`src/rtl/arya_cpu_pkg.sv`:
```
// ============================================================================
// Module      : arya_cpu_pkg
// Description : Shared types and constants for the multi-lane job engine.
// Revision    : 1.0 - initial release
// ============================================================================
`default_nettype none

package arya_cpu_pkg;

  localparam int PERF_CNT_W = 32;

  // Default field widths of a job record (match the engine's default parameters).
  localparam int JOB_ID_W  = 4;
  localparam int JOB_CYC_W = 8;

  typedef enum logic [1:0] {
    LANE_IDLE = 2'd0,
    LANE_RUN  = 2'd1,
    LANE_DONE = 2'd2
  } lane_state_e;

  typedef struct packed {
    logic [JOB_ID_W-1:0]  id;
    logic [JOB_CYC_W-1:0] cycles;
  } job_t;

endpackage : arya_cpu_pkg

`default_nettype wire

```
`src/rtl/cpu_job_engine_lane.sv`:
```
// ============================================================================
// Module      : cpu_lane
// Description : One processor lane: IDLE/RUN/DONE state machine, run-length
//               down-counter and job tag latch.
// Revision    : 1.0 - initial release
// ============================================================================
`default_nettype none

module cpu_lane
  import arya_cpu_pkg::*;
#(
  parameter int CYC_W = 8,
  parameter int ID_W  = 4
) (
  input  logic             clk,
  input  logic             reset,
  input  logic             start_i,
  input  logic [CYC_W-1:0] cycles_i,
  input  logic [ID_W-1:0]  id_i,
  input  logic             grant_i,
  output lane_state_e      state_o,
  output logic [ID_W-1:0]  id_o
);

  lane_state_e      state_q, state_d;
  logic [CYC_W-1:0] cnt_q,   cnt_d;
  logic [ID_W-1:0]  id_q,    id_d;

  always_ff @(posedge clk) begin
    if (reset) begin
      state_q <= LANE_IDLE;
      cnt_q   <= '0;
      id_q    <= '0;
    end else begin
      state_q <= state_d;
      cnt_q   <= cnt_d;
      id_q    <= id_d;
    end
  end

  always_comb begin
    state_d = state_q;
    cnt_d   = cnt_q;
    id_d    = id_q;
    case (state_q)
      LANE_IDLE: begin
        if (start_i) begin
          state_d = LANE_RUN;
          // A zero run length behaves as a single-cycle job.
          cnt_d   = (cycles_i == '0) ? CYC_W'(1) : cycles_i;
          id_d    = id_i;
        end
      end
      LANE_RUN: begin
        cnt_d = cnt_q - 1'b1;
        if (cnt_q == CYC_W'(1)) begin
          state_d = LANE_DONE;
        end
      end
      LANE_DONE: begin
        if (grant_i) begin
          state_d = LANE_IDLE;
        end
      end
      default: begin
        state_d = LANE_IDLE;
      end
    endcase
  end

  assign state_o = state_q;
  assign id_o    = id_q;

endmodule : cpu_lane

`default_nettype wire

```
`src/rtl/cpu_job_engine.sv`:
```
// ============================================================================
// Module      : cpu_job_engine
// Description : NUM_LANES job lanes with lowest-index dispatch and a registered
//               round-robin completion output. Macro ARYA_PERF_CNT_EN adds the
//               32-bit jobs_done_cnt output.
// Revision    : 1.0 - initial release
// ============================================================================
`default_nettype none

module cpu_job_engine
  import arya_cpu_pkg::*;
#(
  parameter int NUM_LANES = 4,
  parameter int CYC_W     = 8,
  parameter int ID_W      = 4,
  localparam int LANE_W   = $clog2(NUM_LANES)
) (
  input  logic                  clk,
  input  logic                  reset,
  input  logic                  job_valid,
  output logic                  job_ready,
  input  logic [CYC_W-1:0]      job_cycles,
  input  logic [ID_W-1:0]       job_id,
  output logic                  done_valid,
  input  logic                  done_ready,
  output logic [ID_W-1:0]       done_id,
  output logic [LANE_W-1:0]     done_lane,
  output logic [NUM_LANES-1:0]  busy,
  output logic                  all_idle
`ifdef ARYA_PERF_CNT_EN
  ,
  output logic [PERF_CNT_W-1:0] jobs_done_cnt
`endif
);

  lane_state_e          lane_state [NUM_LANES];
  logic [ID_W-1:0]      lane_id    [NUM_LANES];
  logic [NUM_LANES-1:0] lane_idle;
  logic [NUM_LANES-1:0] lane_done;
  logic [NUM_LANES-1:0] lane_start;
  logic [NUM_LANES-1:0] lane_grant;

  logic                 disp_found;
  logic                 arb_hit;
  logic [LANE_W-1:0]    grant_idx;
  logic [LANE_W-1:0]    scan_idx;
  logic                 out_load;

  logic                 done_valid_q, done_valid_d;
  logic [ID_W-1:0]      done_id_q,    done_id_d;
  logic [LANE_W-1:0]    done_lane_q,  done_lane_d;
  logic [LANE_W-1:0]    rr_ptr_q,     rr_ptr_d;

  for (genvar g = 0; g < NUM_LANES; g++) begin : g_lane
    cpu_lane #(
      .CYC_W (CYC_W),
      .ID_W  (ID_W)
    ) u_lane (
      .clk      (clk),
      .reset    (reset),
      .start_i  (lane_start[g]),
      .cycles_i (job_cycles),
      .id_i     (job_id),
      .grant_i  (lane_grant[g]),
      .state_o  (lane_state[g]),
      .id_o     (lane_id[g])
    );

    assign lane_idle[g] = (lane_state[g] == LANE_IDLE);
    assign lane_done[g] = (lane_state[g] == LANE_DONE);
  end

  // Dispatch looks only at registered lane state, so a lane released this
  // cycle becomes eligible on the next one.
  always_comb begin
    lane_start = '0;
    disp_found = 1'b0;
    for (int i = 0; i < NUM_LANES; i++) begin
      if (!disp_found && lane_idle[i]) begin
        lane_start[i] = job_valid;
        disp_found    = 1'b1;
      end
    end
  end

  assign job_ready = |lane_idle;
  assign out_load  = !done_valid_q || done_ready;

  always_comb begin
    arb_hit    = 1'b0;
    grant_idx  = '0;
    scan_idx   = '0;
    lane_grant = '0;
    for (int i = 0; i < NUM_LANES; i++) begin
      scan_idx = LANE_W'((int'(rr_ptr_q) + i) % NUM_LANES);
      if (!arb_hit && lane_done[scan_idx]) begin
        arb_hit   = 1'b1;
        grant_idx = scan_idx;
      end
    end
    if (out_load && arb_hit) begin
      lane_grant[grant_idx] = 1'b1;
    end
  end

  always_comb begin
    done_valid_d = done_valid_q;
    done_id_d    = done_id_q;
    done_lane_d  = done_lane_q;
    rr_ptr_d     = rr_ptr_q;
    if (out_load) begin
      done_valid_d = arb_hit;
      if (arb_hit) begin
        done_id_d   = lane_id[grant_idx];
        done_lane_d = grant_idx;
        rr_ptr_d    = (grant_idx == LANE_W'(NUM_LANES - 1)) ? '0 : grant_idx + 1'b1;
      end
    end
  end

  always_ff @(posedge clk) begin
    if (reset) begin
      done_valid_q <= 1'b0;
      done_id_q    <= '0;
      done_lane_q  <= '0;
      rr_ptr_q     <= '0;
    end else begin
      done_valid_q <= done_valid_d;
      done_id_q    <= done_id_d;
      done_lane_q  <= done_lane_d;
      rr_ptr_q     <= rr_ptr_d;
    end
  end

  assign done_valid = done_valid_q;
  assign done_id    = done_id_q;
  assign done_lane  = done_lane_q;
  assign busy       = ~lane_idle;
  assign all_idle   = (&lane_idle) && !done_valid_q;

`ifdef ARYA_PERF_CNT_EN
  logic [PERF_CNT_W-1:0] perf_cnt_q;

  always_ff @(posedge clk) begin
    if (reset) begin
      perf_cnt_q <= '0;
    end else if (done_valid_q && done_ready) begin
      perf_cnt_q <= perf_cnt_q + 1'b1;
    end
  end

  assign jobs_done_cnt = perf_cnt_q;
`endif

endmodule : cpu_job_engine

`default_nettype wire

```
`config.mk`:
```
export PLATFORM = sky130hd
export DESIGN_NAME = cpu_job_engine
export DESIGN_NICKNAME = d
export VERILOG_FILES = /design/src/rtl/arya_cpu_pkg.sv /design/src/rtl/cpu_job_engine_lane.sv /design/src/rtl/cpu_job_engine.sv
export SDC_FILE = /design/constraint.sdc
export NUM_CORES = 1
export LEC_CHECK = 0
export CORE_UTILIZATION = 52
export CTS_BUF_LIST = sky130_fd_sc_hd__clkbuf_16
export DETAILED_ROUTE_END_ITERATION = 6
export PLACE_DENSITY = 0.81
export SYNTH_ARGS = -nofsm -noshare
export SYNTH_HDL_FRONTEND = slang
export SYNTH_SLANG_ARGS = --single-unit
export TNS_END_PERCENT = 20
```
`constraint.sdc`:
```
create_clock -name clk -period 1.7 [get_ports clk]
set_clock_uncertainty 0.05 [all_clocks]
set_input_delay 0.34 -clock clk [delete_from_list [all_inputs] [get_ports clk]]
set_output_delay 0.34 -clock clk [all_outputs]
set_load 0.1 [all_outputs]
```
# Yosys cells after proc, flatten, opt, wreduce, memory -nomap -nowiden
# Cells that the tools add are included.
[totals]
register_bits = 65
input_bits = 16
[classes]
n_addsub = 8
magnitude_cmp = 7
n_eq_ne = 25
n_mux = 55
bitwise_logic = 2
reduce_logical = 41
[op_table]
columns = ["operator", "count"]
rows = [
  ["one-hot mux 8 bit (2 select lines)", 4],
  ["2-to-1 mux 8 bit", 5],
  ["2-to-1 mux 2 bit", 17],
  ["== test 8 x 1 -> 1 bit (second input constant)", 4],
  ["subtractor 8 x 1 -> 8 bit (second input constant)", 4],
  ["inequality test 2 x 1 -> 1 bit (second input constant)", 12],
  ["one-hot mux 2 bit (3 select lines)", 4],
  ["AND reduction 2 bit", 9],
  ["2-to-1 mux 1 bit", 16],
  ["< comparator 2 x 3 -> 1 bit (second input constant)", 5],
  ["2-to-1 mux 4 bit", 3],
  ["AND reduction 3 bit", 4],
  ["== test 2 bit (second input constant)", 5],
  ["logical AND 1 bit", 9],
  ["binary-select mux 1 bit (select 2 bit)", 4],
  ["binary-select mux 4 bit (select 2 bit)", 1],
  ["== test 2 x 1 -> 1 bit (second input constant)", 4],
  ["logical NOT 2 bit", 4],
  ["logical NOT 8 bit", 1],
  ["nonzero test 2 bit", 4],
  ["logical NOT 1 bit", 7],
  ["adder 2 x 1 -> 2 bit (second input constant)", 2],
  ["adder 2 bit (second input constant)", 2],
  ["NOT 4 bit", 1],
  ["other kinds (7)", 7],
]

# Longest topological paths before layout
[logic_depth]
ltp_word = 20
depth_mapped = 10
ltp_nobuf = 8

# Cells and area by module
# From an unflattened synthesis, not the netlist that was laid out.
[unflattened]
hier_cells = 418
area_unflattened_um2 = 3484.6
[by_module_without_submodules]
columns = ["module", "instances", "cells_per_inst", "area_per_inst_um2", "seq_area_each_um2"]
rows = [
  ["cpu_lane", 4, 83, 706.9, 280.3],
  ["cpu_job_engine", 1, 86, 656.9, 180.2],
]

# Worst setup path before layout
# No wires, ideal clock.
[synth_path]
path_type = "register to output"
from = "reg g_lane[0].u_lane.state_q[1]"
to = "out all_idle"
arrival_time_ps = 3005
required_time_ps = 1310
slack_ps = -1695
path_stages_with_launch = 4
path_buffers = 1
cell_sequence = "dfxtp_1 or2_1 buf_2 nor3_1"
[synth_between]
elab_chain_len = 3
[synth_lines]
columns = ["element", "line", "source"]
rows = [
  ["start: declaration", "cpu_job_engine_lane.sv:25", "lane_state_e state_q, state_d;"],
  ["start signal: assignment", "cpu_job_engine_lane.sv:35", "state_q <= state_d;"],
  ["logical NOT 2 bit", "cpu_job_engine.sv:69", "assign lane_idle[g] = (lane_state[g] == LANE_IDLE);"],
  ["AND reduction 4 bit", "cpu_job_engine.sv:139", "assign all_idle = (&lane_idle) && !done_valid_q;"],
  ["logical AND 1 bit", "cpu_job_engine.sv:139", ""],
  ["end: declaration", "cpu_job_engine.sv:29", "output logic all_idle"],
]
# No other way between the ends.

# Worst setup path in the final report
[layout_path]
from = "reg g_lane[1].u_lane.state_q[1]"
to = "reg g_lane[1].u_lane.cnt_q[7]"
[layout_between]
elab_chain_len = 5
[layout_lines]
columns = ["element", "line", "source"]
rows = [
  ["start: declaration", "cpu_job_engine_lane.sv:25", ""],
  ["start signal: assignment", "cpu_job_engine_lane.sv:35", ""],
  ["logical NOT 2 bit", "cpu_job_engine_lane.sv:45, cpu_job_engine.sv:69", ""],
  ["logical AND 1 bit", "cpu_job_engine.sv:79", "if (!disp_found && lane_idle[i]) begin"],
  ["2-to-1 mux 1 bit", "cpu_job_engine.sv:79", ""],
  ["inequality test 2 x 1 -> 1 bit (no line)", "--", ""],
  ["AND reduction 2 bit (no line)", "--", ""],
  ["end signal: assignment", "cpu_job_engine_lane.sv:36", "cnt_q <= cnt_d;"],
  ["end: declaration", "cpu_job_engine_lane.sv:26", "logic [CYC_W-1:0] cnt_q, cnt_d;"],
]
# Several ways; a longest one is shown, not always the timed one.
# A chain may end at the register's enable or synchronous reset.

==> results.toml <==
[status]
outcome = "finished, violations left"
violations = "negative setup slack"

[grt]
grt_usage = 0.363
antenna_found_initial = 0
grtUsageMet1 = 0.412
grt_start_max_net_pins = 20
grt_overflow = 0
grt_pass1_wl_mm = 17.9
met3_usage = 0.103
busiest_layer = "met2"
grt_use_met2 = 0.613
grt_pass1_vias = 3657

[logic_synthesis]
synth_nets = 443
ys_seq_elements = 65
syn_area_mm2 = 0.00336
seq_area_frac_synth = 0.387
synth-async-reset-ratio = 0
synth_edf_count = 0
synth_ff_type = "dfxtp_1"
ys_warn_count = 0
synth_cell_type_count = 64
syn_area_per_cell_um2 = 8.11
syn-instance-count = 415

[worst_setup_path]
max_stage_delay_ps = 450
end_kind = "flop"
crit_path_start_kind = "flop"
path_cells = "buf_4 > nor2_4 > buf_4 > buf_4 > nand3_2 > buf_4 > o21ai_2 > a311oi_1"
critPathBufInv = 4
arrival_ps = 2140
path_common_cell = "buf_4"
required_ps = 1850
worstSetupPathType = "flop to flop"
cp_top_family = "buffers and inverters"
cp_slowest_cell = "a311oi_1"
cp_max_fo = 6

[pwr]
vdd_drop_max_v = 0.00114
leakage_uw = 0.00196
power.density_mw_per_mm2 = 946

[clock_tree]
clk_pin_slew_worst_paths_ps = 60
hold_buffers = 0
numCtsBuffers = 9
clock_latency_ps = 340
tritoncts = "yes"
h-tree-depth = 3
cts_sinks = 65
clockRootBuffer = "clkbuf_16"
clk_path_buf_depth = 2

[route]
drtIter0Drc = 568
wl_mm = 14.1
vias_per_cell = 6.88
wl_per_cell_um = 23.6
drtAntennaViolNets = 0
drtPass1Iterations = 5
drcViolationCount = 0
vias = 4109

[die]
dieArea_mm2 = 0.00680
num_rows = 28
fp.coreArea_mm2 = 0.00610
fp.dieW_um = 82.4
num_io_pins = 29
initial_utilization = 0.552
die_height_um = 82.4

[finish]
fillerInstances = 264
fin_cells = 597
final_util = 0.859
drive_above_1_share = 0.398
stdcell_area_mm2 = 0.00524
syn2layout_area_growth_pct = 55.7
diodes = 0
layout.nets = 545

[placed_design]
gp_congestion = 0.969
dp_hpwl_mm = 7.31
placed_cells = 561
numPortBuffers = 28
placed_area_mm2 = 0.00431

[sta]
holdWs_ps = 352
max_freq_mhz = 501
fin_setup_tns_ps = -5140
max_slew.worst_pin.slew_ps = 551
fin_crit_ps = 2000
relSlewSlack = 0.630
rsz0062_at_grt = "true"
setup_viol = 45
slew_viol_final = 0
final.period_utilization = 1.17
timing.final.ws_setup_ps = -296
finalHoldViolations = 0

[min_path]
min_path_type = "input port to flop"

[job]
cap_violations = 0
## logic make-up after synthesis
logic type	count (synthesis)	synth area share
adders and majority gates	12	0.0446
AOI/OAI and AO/OA	114	0.224
DFF	65	0.387
buffers and inverters	37	0.0476
and+or+nand+nor	179	0.273
muxes	8	0.0238
## worst reg2reg max path, stage by stage, from the launching register on
cell	delay [ps]
dfxtp_2	410
buf_4	190
nor2_4	60
buf_4	140
buf_4	130
nand3_2	140
buf_4	190
o21ai_2	100
a311oi_1	450
## final cells by class
type,count,area (um^2),area share
multi-input combinational,314,2270,0.433
inverter,16,75.1,0.0143
timing repair buffer,111,1150,0.219
clock buffer,9,225,0.0430
sequential,65,1320,0.253
clock inverter,7,103,0.0196
tap,75,93.8,0.0179
## path summary, 6_finish.rpt
| path | cells past startpoint | slack, ps | start | to |
|---|---|---|---|---|
| min | 2 | 350 | reset | rr_ptr_q[1]$_SDFFE_PP0P_ |
| min reg2reg | 2 | 440 | g_lane[1].u_lane.id_o[2]$_SDFFE_PP0P_ | g_lane[1].u_lane.id_o[2]$_SDFFE_PP0P_ |
| max reg2reg | 8 | -300 | g_lane[1].u_lane.state_o[1]$_SDFFE_PP0P_ | g_lane[1].u_lane.cnt_q[7]$_SDFFE_PP0P_ |
| max | 8 | -300 | g_lane[1].u_lane.state_o[1]$_SDFFE_PP0P_ | g_lane[1].u_lane.cnt_q[7]$_SDFFE_PP0P_ |
## flip-flops by register name, indices dropped and copies added (netlist names)
register	count
done_valid	1
g_lane.u_lane.cnt_q	32
done_lane	2
g_lane.u_lane.state_o	8
g_lane.u_lane.id_o	16
done_id	4
rr_ptr_q	2
## through the flow
stage	power [uW]	setup slack (ps)
2_1_floorplan	2300	-621
3_3_place_gp	2630	-275
3_5_place_dp	2660	-286
4_1_cts	4750	-204
5_1_grt	5090	-392
6_report	4960	-296
## per-layer routing
metal / vias to the layer above / wire, um
met3: 119 / 1540
li1: 1727 / -
met4: 0 / 1070
met1: 1902 / 4860
met2: 361 / 6620
met5: - / 0
## power breakdown
part           switching [uW]  internal, uW
logic                     682           476
clock network             779          1300
registers                 111          1610
## repair_timing
item,in CTS,in global routing
cloned,0,1
endpoints found under the setup margin,28,56
buffers inserted,10,11
resized for setup,38,79
pin swaps,8,26
## synth_stat cells, types with 6 or more instances
cell type / n / area, um^2
buf_2: 8 / 40.0
nand2_1: 61 / 229
a21oi_1: 57 / 285
nand3_1: 19 / 95.1
nand2b_1: 7 / 43.8
clkbuf_1: 10 / 37.5
o21ai_0: 9 / 45.0
nor2b_1: 6 / 37.5
nor3_1: 14 / 70.1
ha_1: 12 / 150
dfxtp_1: 65 / 1300
nor2_1: 37 / 139
inv_1: 15 / 56.3
mux2i_1: 8 / 80.1
## cell usage in the layout (no fill, tap or decap), drive strengths merged, types with 8 or more instances in the layout
cell	count
nand2	61
nor2	37
clkdlybuf4s50	14
dfxtp	65
inv	13
mux2i	8
ha	12
buf	97
nand3	20
clkbuf	9
a21oi	58
o21ai	13
nor3	16
Note: power is estimated with default switching activity, not from simulation.
